--- config.mk ---
export PLATFORM = sky130hd
export DESIGN_NAME = brg_cgra_link_arbiter_flat
export DESIGN_NICKNAME = d
export VERILOG_FILES = /design/src/rtl/brg_cgra_link_arbiter_pkg.sv /design/src/rtl/brg_cgra_link_arbiter_if.sv /design/src/rtl/brg_cgra_link_arbiter_rr.sv /design/src/rtl/brg_cgra_link_arbiter.sv /design/src/flat_wrapper.sv
export SDC_FILE = /design/constraint.sdc
export NUM_CORES = 1
export LEC_CHECK = 0
export ABC_CLOCK_PERIOD_IN_PS = 7800
export BUFFER_PORTS_ARGS = -buffer_cell sky130_fd_sc_hd__buf_2
export CAP_MARGIN = 25
export CORE_AREA = 2 2 314 316
export CTS_BUF_LIST = sky130_fd_sc_hd__clkbuf_4
export DETAILED_ROUTE_END_ITERATION = 10
export DIE_AREA = 0 0 316 318
export GPL_ROUTABILITY_DRIVEN = 0
export PLACE_DENSITY_LB_ADDON = 0.2
export SYNTH_ARGS = -nofsm -noshare
export SYNTH_HDL_FRONTEND = slang
export SYNTH_SLANG_ARGS = --single-unit
--- constraint.sdc ---
create_clock -name clk_i -period 7.8 [get_ports clk_i]
set_input_delay 0.78 -clock clk_i [delete_from_list [all_inputs] [get_ports clk_i]]
set_output_delay 0.78 -clock clk_i [all_outputs]
set_load 0.005 [all_outputs]
--- src/rtl/brg_cgra_link_arbiter_pkg.sv ---
// Shared types and width helpers for the CGRA link arbiter.
// Imported by the interface, the round-robin picker and the top.
package brg_cgra_link_arbiter_pkg;

    typedef enum logic {
        OUT_EMPTY = 1'b0,
        OUT_FULL  = 1'b1
    } out_state_e;

    // Id width that stays at least one bit wide even for a single requester.
    function automatic int safe_clog2(input int n);
        return (n <= 1) ? 1 : $clog2(n);
    endfunction

    // Bits needed to hold the value n itself.
    function automatic int width_of(input int n);
        return $clog2(n + 1);
    endfunction

    function automatic int rr_index(input int base, input int offset, input int n);
        return (base + offset) % n;
    endfunction

endpackage

--- src/rtl/brg_cgra_link_arbiter_if.sv ---
// Bundle of requester, forward-link and response signals around the arbiter.
// master drives the requests and responses; slave is the arbiter itself.
interface brg_cgra_link_arbiter_if #(
    parameter int num_req_p         = 4,
    parameter int pkt_width_p       = 128,
    parameter int rsp_width_p       = 64,
    parameter int max_out_credits_p = 16
);
    import brg_cgra_link_arbiter_pkg::*;

    localparam int lg_num_req_lp   = safe_clog2(num_req_p);
    localparam int credit_width_lp = width_of(max_out_credits_p);

    logic [num_req_p-1:0]                  req_v_i;
    logic [num_req_p-1:0][pkt_width_p-1:0] req_pkt_i;
    logic [num_req_p-1:0]                  req_yumi_o;
    logic                                  out_v_o;
    logic [pkt_width_p-1:0]                out_pkt_o;
    logic [lg_num_req_lp-1:0]              out_id_o;
    logic                                  out_ready_i;
    logic                                  rsp_v_i;
    logic [lg_num_req_lp-1:0]              rsp_id_i;
    logic [rsp_width_p-1:0]                rsp_data_i;
    logic [num_req_p-1:0]                  rsp_v_o;
    logic [rsp_width_p-1:0]                rsp_data_o;
    logic [credit_width_lp-1:0]            credits_o;
    logic                                  idle_o;

    modport master (
        output req_v_i, req_pkt_i, out_ready_i, rsp_v_i, rsp_id_i, rsp_data_i,
        input  req_yumi_o, out_v_o, out_pkt_o, out_id_o, rsp_v_o, rsp_data_o,
               credits_o, idle_o
    );

    modport slave (
        input  req_v_i, req_pkt_i, out_ready_i, rsp_v_i, rsp_id_i, rsp_data_i,
        output req_yumi_o, out_v_o, out_pkt_o, out_id_o, rsp_v_o, rsp_data_o,
               credits_o, idle_o
    );

endinterface

--- src/rtl/brg_cgra_link_arbiter_rr.sv ---
// Round-robin picker: first valid requester at or after the priority pointer.
// The pointer advances past the winner only when the grant is taken.
module brg_cgra_link_arbiter_rr
    import brg_cgra_link_arbiter_pkg::*;
#(
    parameter int num_req_p = 4,
    localparam int lg_num_req_lp = safe_clog2(num_req_p)
) (
    input  logic                     clk_i,
    input  logic                     reset_i,
    input  logic [num_req_p-1:0]     v_i,
    input  logic                     yumi_i,
    output logic [num_req_p-1:0]     grant_o,
    output logic [lg_num_req_lp-1:0] id_o
);

    logic [lg_num_req_lp-1:0] ptr_r;

    always_comb begin : search
        logic                     found;
        logic [lg_num_req_lp-1:0] idx;
        grant_o = '0;
        id_o    = '0;
        found   = 1'b0;
        idx     = '0;
        for (int k = 0; k < num_req_p; k++) begin
            idx = lg_num_req_lp'(rr_index(int'(ptr_r), k, num_req_p));
            if (!found && v_i[idx]) begin
                found        = 1'b1;
                grant_o[idx] = 1'b1;
                id_o         = idx;
            end
        end
    end

    always_ff @(posedge clk_i) begin
        if (reset_i) begin
            ptr_r <= '0;
        end else if (yumi_i) begin
            ptr_r <= lg_num_req_lp'(rr_index(int'(id_o), 1, num_req_p));
        end
    end

endmodule

--- src/rtl/brg_cgra_link_arbiter.sv ---
// Shares one manycore forward link among CGRA requesters, gated by a
// credit counter, and steers responses back by requester id.
//
// state     | meaning
// OUT_EMPTY | no packet held, a grant may be taken
// OUT_FULL  | packet held on out_pkt_o until out_ready_i
module brg_cgra_link_arbiter
    import brg_cgra_link_arbiter_pkg::*;
#(
    parameter int num_req_p         = 4,
    parameter int pkt_width_p       = 128,
    parameter int rsp_width_p       = 64,
    parameter int max_out_credits_p = 16
) (
    input  logic clk_i,
    input  logic reset_i,
    brg_cgra_link_arbiter_if.slave link
);

    localparam int lg_num_req_lp   = safe_clog2(num_req_p);
    localparam int credit_width_lp = width_of(max_out_credits_p);
    localparam logic [credit_width_lp-1:0] max_credits_lp = credit_width_lp'(max_out_credits_p);
    localparam logic [credit_width_lp-1:0] one_credit_lp  = credit_width_lp'(1);

    out_state_e                 state_r;
    logic [pkt_width_p-1:0]     out_pkt_r;
    logic [lg_num_req_lp-1:0]   out_id_r;
    logic [credit_width_lp-1:0] credits_r;

    logic                       can_accept;
    logic                       grant_en;
    logic                       rsp_ok;
    logic [num_req_p-1:0]       grant_oh;
    logic [lg_num_req_lp-1:0]   grant_id;

    // A full stage still accepts when it drains this cycle (pass-through).
    assign can_accept = (state_r == OUT_EMPTY) || link.out_ready_i;
    assign grant_en   = !reset_i && can_accept && (credits_r != '0) && (|link.req_v_i);
    assign rsp_ok     = link.rsp_v_i && (32'(link.rsp_id_i) < 32'(num_req_p));

    brg_cgra_link_arbiter_rr #(
        .num_req_p (num_req_p)
    ) rr (
        .clk_i   (clk_i),
        .reset_i (reset_i),
        .v_i     (link.req_v_i),
        .yumi_i  (grant_en),
        .grant_o (grant_oh),
        .id_o    (grant_id)
    );

    assign link.req_yumi_o = grant_en ? grant_oh : '0;

    always_comb begin
        link.rsp_v_o = '0;
        if (rsp_ok) link.rsp_v_o[link.rsp_id_i] = 1'b1;
    end

    assign link.rsp_data_o = link.rsp_data_i;
    assign link.out_v_o    = (state_r == OUT_FULL);
    assign link.out_pkt_o  = out_pkt_r;
    assign link.out_id_o   = out_id_r;
    assign link.credits_o  = credits_r;
    assign link.idle_o     = (credits_r == max_credits_lp) && (state_r == OUT_EMPTY);

    always_ff @(posedge clk_i) begin
        if (reset_i) begin
            state_r   <= OUT_EMPTY;
            out_pkt_r <= '0;
            out_id_r  <= '0;
            credits_r <= max_credits_lp;
        end else begin
            if (grant_en) begin
                state_r   <= OUT_FULL;
                out_pkt_r <= link.req_pkt_i[grant_id];
                out_id_r  <= grant_id;
            end else if (state_r == OUT_FULL && link.out_ready_i) begin
                state_r   <= OUT_EMPTY;
            end

            // Spurious responses at full credit saturate instead of wrapping.
            if (grant_en && !rsp_ok) begin
                credits_r <= credits_r - one_credit_lp;
            end else if (rsp_ok && !grant_en && credits_r != max_credits_lp) begin
                credits_r <= credits_r + one_credit_lp;
            end
        end
    end

`ifndef SYNTHESIS
    always_ff @(posedge clk_i) begin
        if (!reset_i && link.rsp_v_i) begin
            if (credits_r == max_credits_lp)
                $error("brg_cgra_link_arbiter: response with no outstanding request");
            if (32'(link.rsp_id_i) >= 32'(num_req_p))
                $error("brg_cgra_link_arbiter: response id %0d out of range", link.rsp_id_i);
        end
    end
`endif

endmodule

--- src/flat_wrapper.sv ---
// flat-port wrapper written by rule: the top's interface ports become plain ports
module brg_cgra_link_arbiter_flat import brg_cgra_link_arbiter_pkg::*;
#(
    parameter int num_req_p         = 4,
    parameter int pkt_width_p       = 128,
    parameter int rsp_width_p       = 64,
    parameter int max_out_credits_p = 16
)
  (clk_i, reset_i, link_req_v_i, link_req_pkt_i, link_out_ready_i, link_rsp_v_i, link_rsp_id_i, link_rsp_data_i, link_req_yumi_o, link_out_v_o, link_out_pkt_o, link_out_id_o, link_rsp_v_o, link_rsp_data_o, link_credits_o, link_idle_o);
  brg_cgra_link_arbiter_if #(.num_req_p(num_req_p), .pkt_width_p(pkt_width_p), .rsp_width_p(rsp_width_p), .max_out_credits_p(max_out_credits_p)) link_i ();
  input  logic clk_i;
  input  logic reset_i;
  input wire logic [$bits(link_i.req_v_i)-1:0] link_req_v_i;
  input wire logic [$bits(link_i.req_pkt_i)-1:0] link_req_pkt_i;
  input wire logic [$bits(link_i.out_ready_i)-1:0] link_out_ready_i;
  input wire logic [$bits(link_i.rsp_v_i)-1:0] link_rsp_v_i;
  input wire logic [$bits(link_i.rsp_id_i)-1:0] link_rsp_id_i;
  input wire logic [$bits(link_i.rsp_data_i)-1:0] link_rsp_data_i;
  output wire logic [$bits(link_i.req_yumi_o)-1:0] link_req_yumi_o;
  output wire logic [$bits(link_i.out_v_o)-1:0] link_out_v_o;
  output wire logic [$bits(link_i.out_pkt_o)-1:0] link_out_pkt_o;
  output wire logic [$bits(link_i.out_id_o)-1:0] link_out_id_o;
  output wire logic [$bits(link_i.rsp_v_o)-1:0] link_rsp_v_o;
  output wire logic [$bits(link_i.rsp_data_o)-1:0] link_rsp_data_o;
  output wire logic [$bits(link_i.credits_o)-1:0] link_credits_o;
  output wire logic [$bits(link_i.idle_o)-1:0] link_idle_o;
  assign link_i.req_v_i = link_req_v_i;
  assign link_i.req_pkt_i = link_req_pkt_i;
  assign link_i.out_ready_i = link_out_ready_i;
  assign link_i.rsp_v_i = link_rsp_v_i;
  assign link_i.rsp_id_i = link_rsp_id_i;
  assign link_i.rsp_data_i = link_rsp_data_i;
  assign link_req_yumi_o = link_i.req_yumi_o;
  assign link_out_v_o = link_i.out_v_o;
  assign link_out_pkt_o = link_i.out_pkt_o;
  assign link_out_id_o = link_i.out_id_o;
  assign link_rsp_v_o = link_i.rsp_v_o;
  assign link_rsp_data_o = link_i.rsp_data_o;
  assign link_credits_o = link_i.credits_o;
  assign link_idle_o = link_i.idle_o;
  brg_cgra_link_arbiter #(.num_req_p(num_req_p), .pkt_width_p(pkt_width_p), .rsp_width_p(rsp_width_p), .max_out_credits_p(max_out_credits_p)) u_core (.clk_i(clk_i), .reset_i(reset_i), .link(link_i));
endmodule
# After elaboration in Yosys (flattened, before gate mapping)
# Cells that the tools add are included.
word_totals:
  reg_bits: 138
  inputBits: 586
  word_cells: 92
classes:
  add_sub_neg: 6
  magnitude_cmp: 11
  eq_ne: 2
  mux: 37
  n_bitwise: 4
  reduce_logical: 27
ops:
  columns: ["op", "n"]
  rows:
  - ["binary-select mux 128 bit (select 2 bit)", 1]
  - ["two-way mux 128 bit", 1]
  - ["two-way mux 4 bit", 6]
  - ["< comparator 2 x 3 -> 1 bit (second input constant)", 6]
  - ["logical AND 1 bit", 16]
  - ["two-way mux 1 bit", 14]
  - ["bitwise OR 4 bit", 3]
  - ["demux 1 bit (select 2 bit)", 5]
  - ["greater-or-equal comparator 2 x 1 -> 1 bit (second input constant)", 5]
  - ["two-way mux 5 bit", 2]
  - ["binary-select mux 1 bit (select 2 bit)", 4]
  - ["two-way mux 2 bit", 4]
  - ["zero test 1 bit", 6]
  - ["adder 5 x 1 -> 5 bit (second input constant)", 1]
  - ["== test 5 bit (second input constant)", 1]
  - ["inequality test 5 bit (second input constant)", 1]
  - ["nonzero test 5 bit", 1]
  - ["subtractor 5 x 1 -> 5 bit (second input constant)", 1]
  - ["adder 2 x 1 -> 2 bit (second input constant)", 2]
  - ["adder 2 bit (second input constant)", 2]
  - ["nonzero test 2 bit", 2]
  - ["OR reduction 4 bit", 1]
  - ["logical OR 1 bit", 1]
  - ["inverter 1 bit", 1]

# Depth between registers and ports, before layout
logic_depth:
  depth_word: 14
  depth_mapped: 13

# Hierarchy
# From an unflattened synthesis, not the netlist that was laid out.
hier_totals:
  hier_cells: 908
  area_unflattened_um2: 8893.5
by_module_without_submodules:
  columns: ["module", "instances", "cells_per_inst", "area_each_um2", "seq_area_each_um2"]
  rows:
  - ["brg_cgra_link_arbiter", 1, 852, 8411.8, 2722.6]
  - ["brg_cgra_link_arbiter_rr", 1, 56, 481.7, 40.0]

# Worst setup path after synthesis
# OpenSTA, ideal clock, no wires.
synth_path:
  path_type: "input to register"
  start: "in link_req_v_i[2]"
  end: "reg u_core.credits_r[4] (netlist: u_core.link.credits_o[4])"
  t_arrival_ps: 3218
  t_required_ps: 7718
  path_slack_ps: 4499
  stages: 12
  n_path_buf: 2
  path_cell_list: "buf_2 > or4_1 > clkbuf_1 > and3b_1 > nand2_1 > xnor2_1 > ha_1 > nor2_1 > o31a_1 > a211oi_1 > mux2_1 > o221ai_1"
synth_via:
  elab_chain_cells: 6
  elab_cells_between_ends: 8
synth_lines:
  columns: ["element", "line", "source"]
  rows:
  - ["from (decl)", "flat_wrapper.sv:13", "input wire logic [$bits(link_i.req_v_i)-1:0] link_req_v_i;"]
  - ["OR reduction 4 bit *", "brg_cgra_link_arbiter.sv:38", "assign grant_en = !reset_i && can_accept && (credits_r != '0) && (|link.req_v_i);"]
  - ["logical AND 1 bit *", "brg_cgra_link_arbiter.sv:38", null]
  - ["zero test 1 bit", "brg_cgra_link_arbiter.sv:84", "end else if (rsp_ok && !grant_en && credits_r != max_credits_lp) begin"]
  - ["logical AND 1 bit (2 in series)", "brg_cgra_link_arbiter.sv:84", null]
  - ["nonzero test 2 bit (no line)", null, null]
  - ["to (signal assigned)", "brg_cgra_link_arbiter.sv:71", "credits_r <= max_credits_lp;"]
  - ["to (signal assigned)", "brg_cgra_link_arbiter.sv:83", "credits_r <= credits_r - one_credit_lp;"]
  - ["to (signal assigned)", "brg_cgra_link_arbiter.sv:85", "credits_r <= credits_r + one_credit_lp;"]
  - ["to (decl)", "brg_cgra_link_arbiter.sv:28", "logic [credit_width_lp-1:0] credits_r;"]
# Every way passes the cells marked *; elsewhere a longest branch is shown, timed or not.
# A chain may end at the register's enable or synchronous reset.

# Worst setup path after layout
layout_path:
  start: "reg u_core.rr.ptr_r[0]"
  end: "out link_req_yumi_o[1]"
layout_via:
  elab_chain_cells: 13
  elab_cells_between_ends: 48
layout_lines:
  columns: ["element", "line", "source"]
  rows:
  - ["from (decl)", "brg_cgra_link_arbiter_rr.sv:17", "logic [lg_num_req_lp-1:0] ptr_r;"]
  - ["from (signal assigned)", "brg_cgra_link_arbiter_rr.sv:40", "ptr_r <= lg_num_req_lp'(rr_index(int'(id_o), 1, num_req_p));"]
  - ["branches (longest 11 deep; another with < comparator 2 x 3 -> 1 bit)", null, null]
  - ["two-way mux 4 bit *", "brg_cgra_link_arbiter_rr.sv:28", "if (!found && v_i[idx]) begin"]
  - ["two-way mux 4 bit *", "brg_cgra_link_arbiter.sv:52", "assign link.req_yumi_o = grant_en ? grant_oh : '0;"]
  - ["to (decl)", "flat_wrapper.sv:19", "output wire logic [$bits(link_i.req_yumi_o)-1:0] link_req_yumi_o;"]
# Every way passes the cells marked *. The select of a mux whose other input is x is not followed.

==> results_dict.tcl <==
set metrics [dict create \
    status "completed" \
    crit_type "flop to primary output" \
    max-vdd-ir-drop_uv 196 \
    fin_ws_ns 2.62 \
    synth_xor_area_share_pct 0.314 \
    rsz0062_at_grt "no" \
    routed_wl_mm 71.2 \
    syn-instance-count 1670 \
    synth_edf_count 0 \
    dp_cells 3409 \
    p_leak_nw 7.22 \
    drc_errors 0 \
    cp-end-kind "primary output" \
    die-area_um2 100000 \
    rr_worst_depth 9 \
    setup_viol 0 \
    cts_setup_buffers 0 \
    p_total_mw 4.91 \
    seq_area_frac_synth_pct 19.8 \
    p_sw_mw 2.49 \
    worstPathRequired_ns 7.02 \
    hold_path_end "u_core.link.out_pkt_o[122]$_SDFFE_PP0P_" \
    tns_ns 0 \
    cap_violations 0 \
    synth.mux.area_fraction_pct 28.3 \
    synth_area_um2 14000 \
    die_w_um 316 \
    postSynthAreaPerCell_um2 8.36 \
    grt_overflow 0 \
    rows 115 \
    power.density_nw_per_um2 269 \
    crit_path_max_fanout 44 \
    io_pins 795 \
    tightestPinTransition_ns 0.933 \
    synth_ff_type "dfxtp_1" \
    fin_skew_ns 0.0251 \
    clk_pin_slew_ns 0.16 \
    grt_pass1_wl_mm 102 \
    port_buffers 666 \
    crit_top_cell "nor2_1" \
    synthSimpleGateAreaFrac_pct 9.39 \
    viasPerCell 4.61 \
    drt_iter0_drc 1518 \
    ctsHoldBuffers 0 \
    num-fill-cells 11000 \
    vias 15900 \
    r2r-end "u_core.link.out_pkt_o[98]$_SDFFE_PP0P_" \
    grt_antenna_before_repair 29 \
    post_cts_resized 0 \
    fmax_mhz 193 \
    slew_headroom_pct 37.8 \
    worst_path_max_delay_cell "dfxtp_4" \
    yosys_warnings 0 \
    firstDrtPassIters 8 \
    combPwrFrac_pct 62.0 \
    power_frac_clock_pct 11.7 \
    p_sw_share_pct 50.6 \
    hpwl_mm 51.4 \
    r2r-start "u_core.rr.ptr_r[0]$_SDFFE_PP0P_" \
    hold_viol_final 0 \
    core_area_um2 97400 \
    whs_path_depth 3 \
    internal_power_mw 2.42 \
    grt_usage_pct 13.4 \
    synth_top_family_by_area "compound AO/OA/AOI/OAI gates" \
    clock-sinks 138 \
    arrival_ns 4.40 \
    slowest_delay_ns 0.86 \
    hold_slack_ns 0.253 \
    dieHeight_um 318 \
    cts_tree "done" \
    layout.nets 2737 \
    min_from "link_req_pkt_i[506]" \
    htreeDepth 4 \
    drive_gt1_share_pct 34.9 \
    area_delta_synth_final_pct 30.7 \
    synth_compound_area_share_pct 31.1 \
    design_area_um2 18200 \
    cts_buffers 17 \
    pre_cts_slack_ns 3.20 \
    grt_max_degree 147 \
    hold_class "input pin to flop" \
    utilization_pct 18.7 \
    crit_chain "inv_1 -> ha_1 -> mux4_2 -> nor2b_1 -> a22oi_1 -> nor2_1 -> a221oi_1 -> nor2_1 -> buf_2" \
    min_period_ns 5.18 \
    synth-seq-cells 138 \
    place_area_um2 17900 \
    ant_nets 0 \
    start_util_pct 14.3 \
    fin_cells 3462 \
    synthAdderAreaFrac_pct 0.896 \
    root_buffer "clkbuf_4" \
    fin_crit_sh_pct 66.4 \
    ys_async_sr_fraction_pct 0 \
    grt_pass1_vias 15700 \
    syn_nets 2266 \
    clkLatencyLatePin_ns 0.78 \
    reg2reg_slack_ns 3.18 \
    synth.distinct_cells 56 \
    pwr-share-seq_pct 26.3 \
    drv_slew 0 \
    clockBufferDepth 2 \
    start_kind "flop" \
    wl_per_cell_um 20.6 \
]
-- registers in the layout, indices dropped and copies added (netlist names) --
name	cells
u_core.link.out_id_o	2
u_core.link.out_pkt_o	128
u_core.rr.ptr_r	2
u_core.link.credits_o	5
u_core.link.out_v_o	1
-- Yosys cell counts, types with 2 or more instances --
library cell / n / area (um^2)
a2111oi_0: 2 / 17.5
a211oi_1: 2 / 15.0
a211oi_2: 2 / 25.0
a21boi_0: 127 / 953
a21oi_1: 8 / 40.0
a221o_1: 3 / 30.0
a221oi_1: 4 / 35.0
a222oi_1: 127 / 1270
a22oi_1: 7 / 52.6
a31oi_1: 3 / 18.8
a32oi_1: 127 / 1110
and3b_1: 2 / 17.5
buf_1: 9 / 33.8
buf_2: 62 / 310
buf_4: 69 / 518
buf_6: 19 / 214
clkbuf_1: 81 / 304
clkbuf_2: 2 / 10.0
dfxtp_1: 138 / 2760
ha_1: 10 / 125
inv_1: 6 / 22.5
mux2i_1: 385 / 3850
mux4_2: 3 / 67.6
nand2_1: 269 / 1010
nand3_1: 3 / 15.0
nand3b_1: 2 / 15.0
nor2_1: 23 / 86.3
nor2b_1: 5 / 31.3
nor3_1: 3 / 15.0
nor3_2: 2 / 20.0
o21ai_0: 13 / 65.1
o21ai_1: 120 / 601
o221ai_1: 3 / 26.3
or2_2: 2 / 12.5
or4_1: 2 / 15.0
xnor2_1: 5 / 43.8
-- cells by family (layout without fill, tap and decap cells) --
group                      count (synthesis)  in the layout
adders and majority gates                 10             10
AOI/OAI and AO/OA                        555            555
xor gates and xnor gates                   5              5
DFF                                      138            138
buffers and inverters                    249            733
muxes                                    390            390
other                                      0             21
and+or+nand+nor                          323            323
-- area by class of cell --
cell class | instances | area (um^2) | share of cell area (%)
Sequential cell | 138 | 2770 | 15.2
Clock inverter | 15 | 150 | 0.823
Tap cell | 1287 | 1610 | 8.83
Timing Repair Buffer | 695 | 3690 | 20.2
Inverter | 6 | 22.5 | 0.123
Multi-Input combinational cell | 1283 | 9830 | 53.9
Clock buffer | 17 | 128 | 0.700
Antenna cell | 21 | 52.6 | 0.288
-- worst max-delay path: cells and delay by family (launching register included) --
family,cells,cell delay (ns)
mux,1,0.42
compound gates,2,0.24
fa+ha+maj,1,0.55
simple gates,3,1.02
flops,1,0.86
buf+inv,2,0.52
-- power groups by stage --
stage	Sequential, mW	Combinational [mW]	Clock (mW)
after floorplan	1.25	1.98	0
after CTS	1.29	3.10	0.622
after detailed placement	1.30	3.09	0
after global placement	1.32	3.09	0
final	1.29	3.04	0.573
after global routing	1.33	3.34	0.640
-- metal layers --
layer / GRT usage, % / part of all wire [%] / vias to the layer above
met1: 15.7 / 41 / 7661
met2: 22.6 / 47 / 693
met5: 0 / 0.25 / -
met4: 4.57 / 2.4 / 28
li1: - / - / 7458
met3: 4.70 / 9.1 / 106
-- how the worst max path moves through the flow --
stage	slack, ns	endpoint	depth (start not counted)	startpoint
6_report	2.62	link_req_yumi_o[1]	9	u_core.rr.ptr_r[0]$_SDFFE_PP0P_
2_1_floorplan	4.50	u_core.link.credits_o[4]$_SDFFE_PP1P_	12	link_req_v_i[2]
3_5_place_dp	3.20	u_core.link.out_pkt_o[84]$_SDFFE_PP0P_	9	u_core.rr.ptr_r[0]$_SDFFE_PP0P_
3_3_place_gp	3.32	u_core.link.out_pkt_o[5]$_SDFFE_PP0P_	10	u_core.rr.ptr_r[0]$_SDFFE_PP0P_
5_1_grt	2.18	link_req_yumi_o[0]	9	u_core.rr.ptr_r[0]$_SDFFE_PP0P_
4_1_cts	2.45	link_req_yumi_o[1]	9	u_core.rr.ptr_r[0]$_SDFFE_PP0P_
-- cell usage in the layout, fill, tap and decap left out, types with 16 or more instances in the layout --
cell,Yosys,routed
o21ai_1,120,120
nor2_1,23,20
dfxtp_1,138,137
buf_2,62,666
a21boi_0,127,127
nand2_1,269,269
diode_2,0,21
mux2i_1,385,379
buf_4,69,16
a222oi_1,127,127
clkbuf_4,0,17
a32oi_1,127,127
No activity file was read; power rests on OpenSTA's default activity.
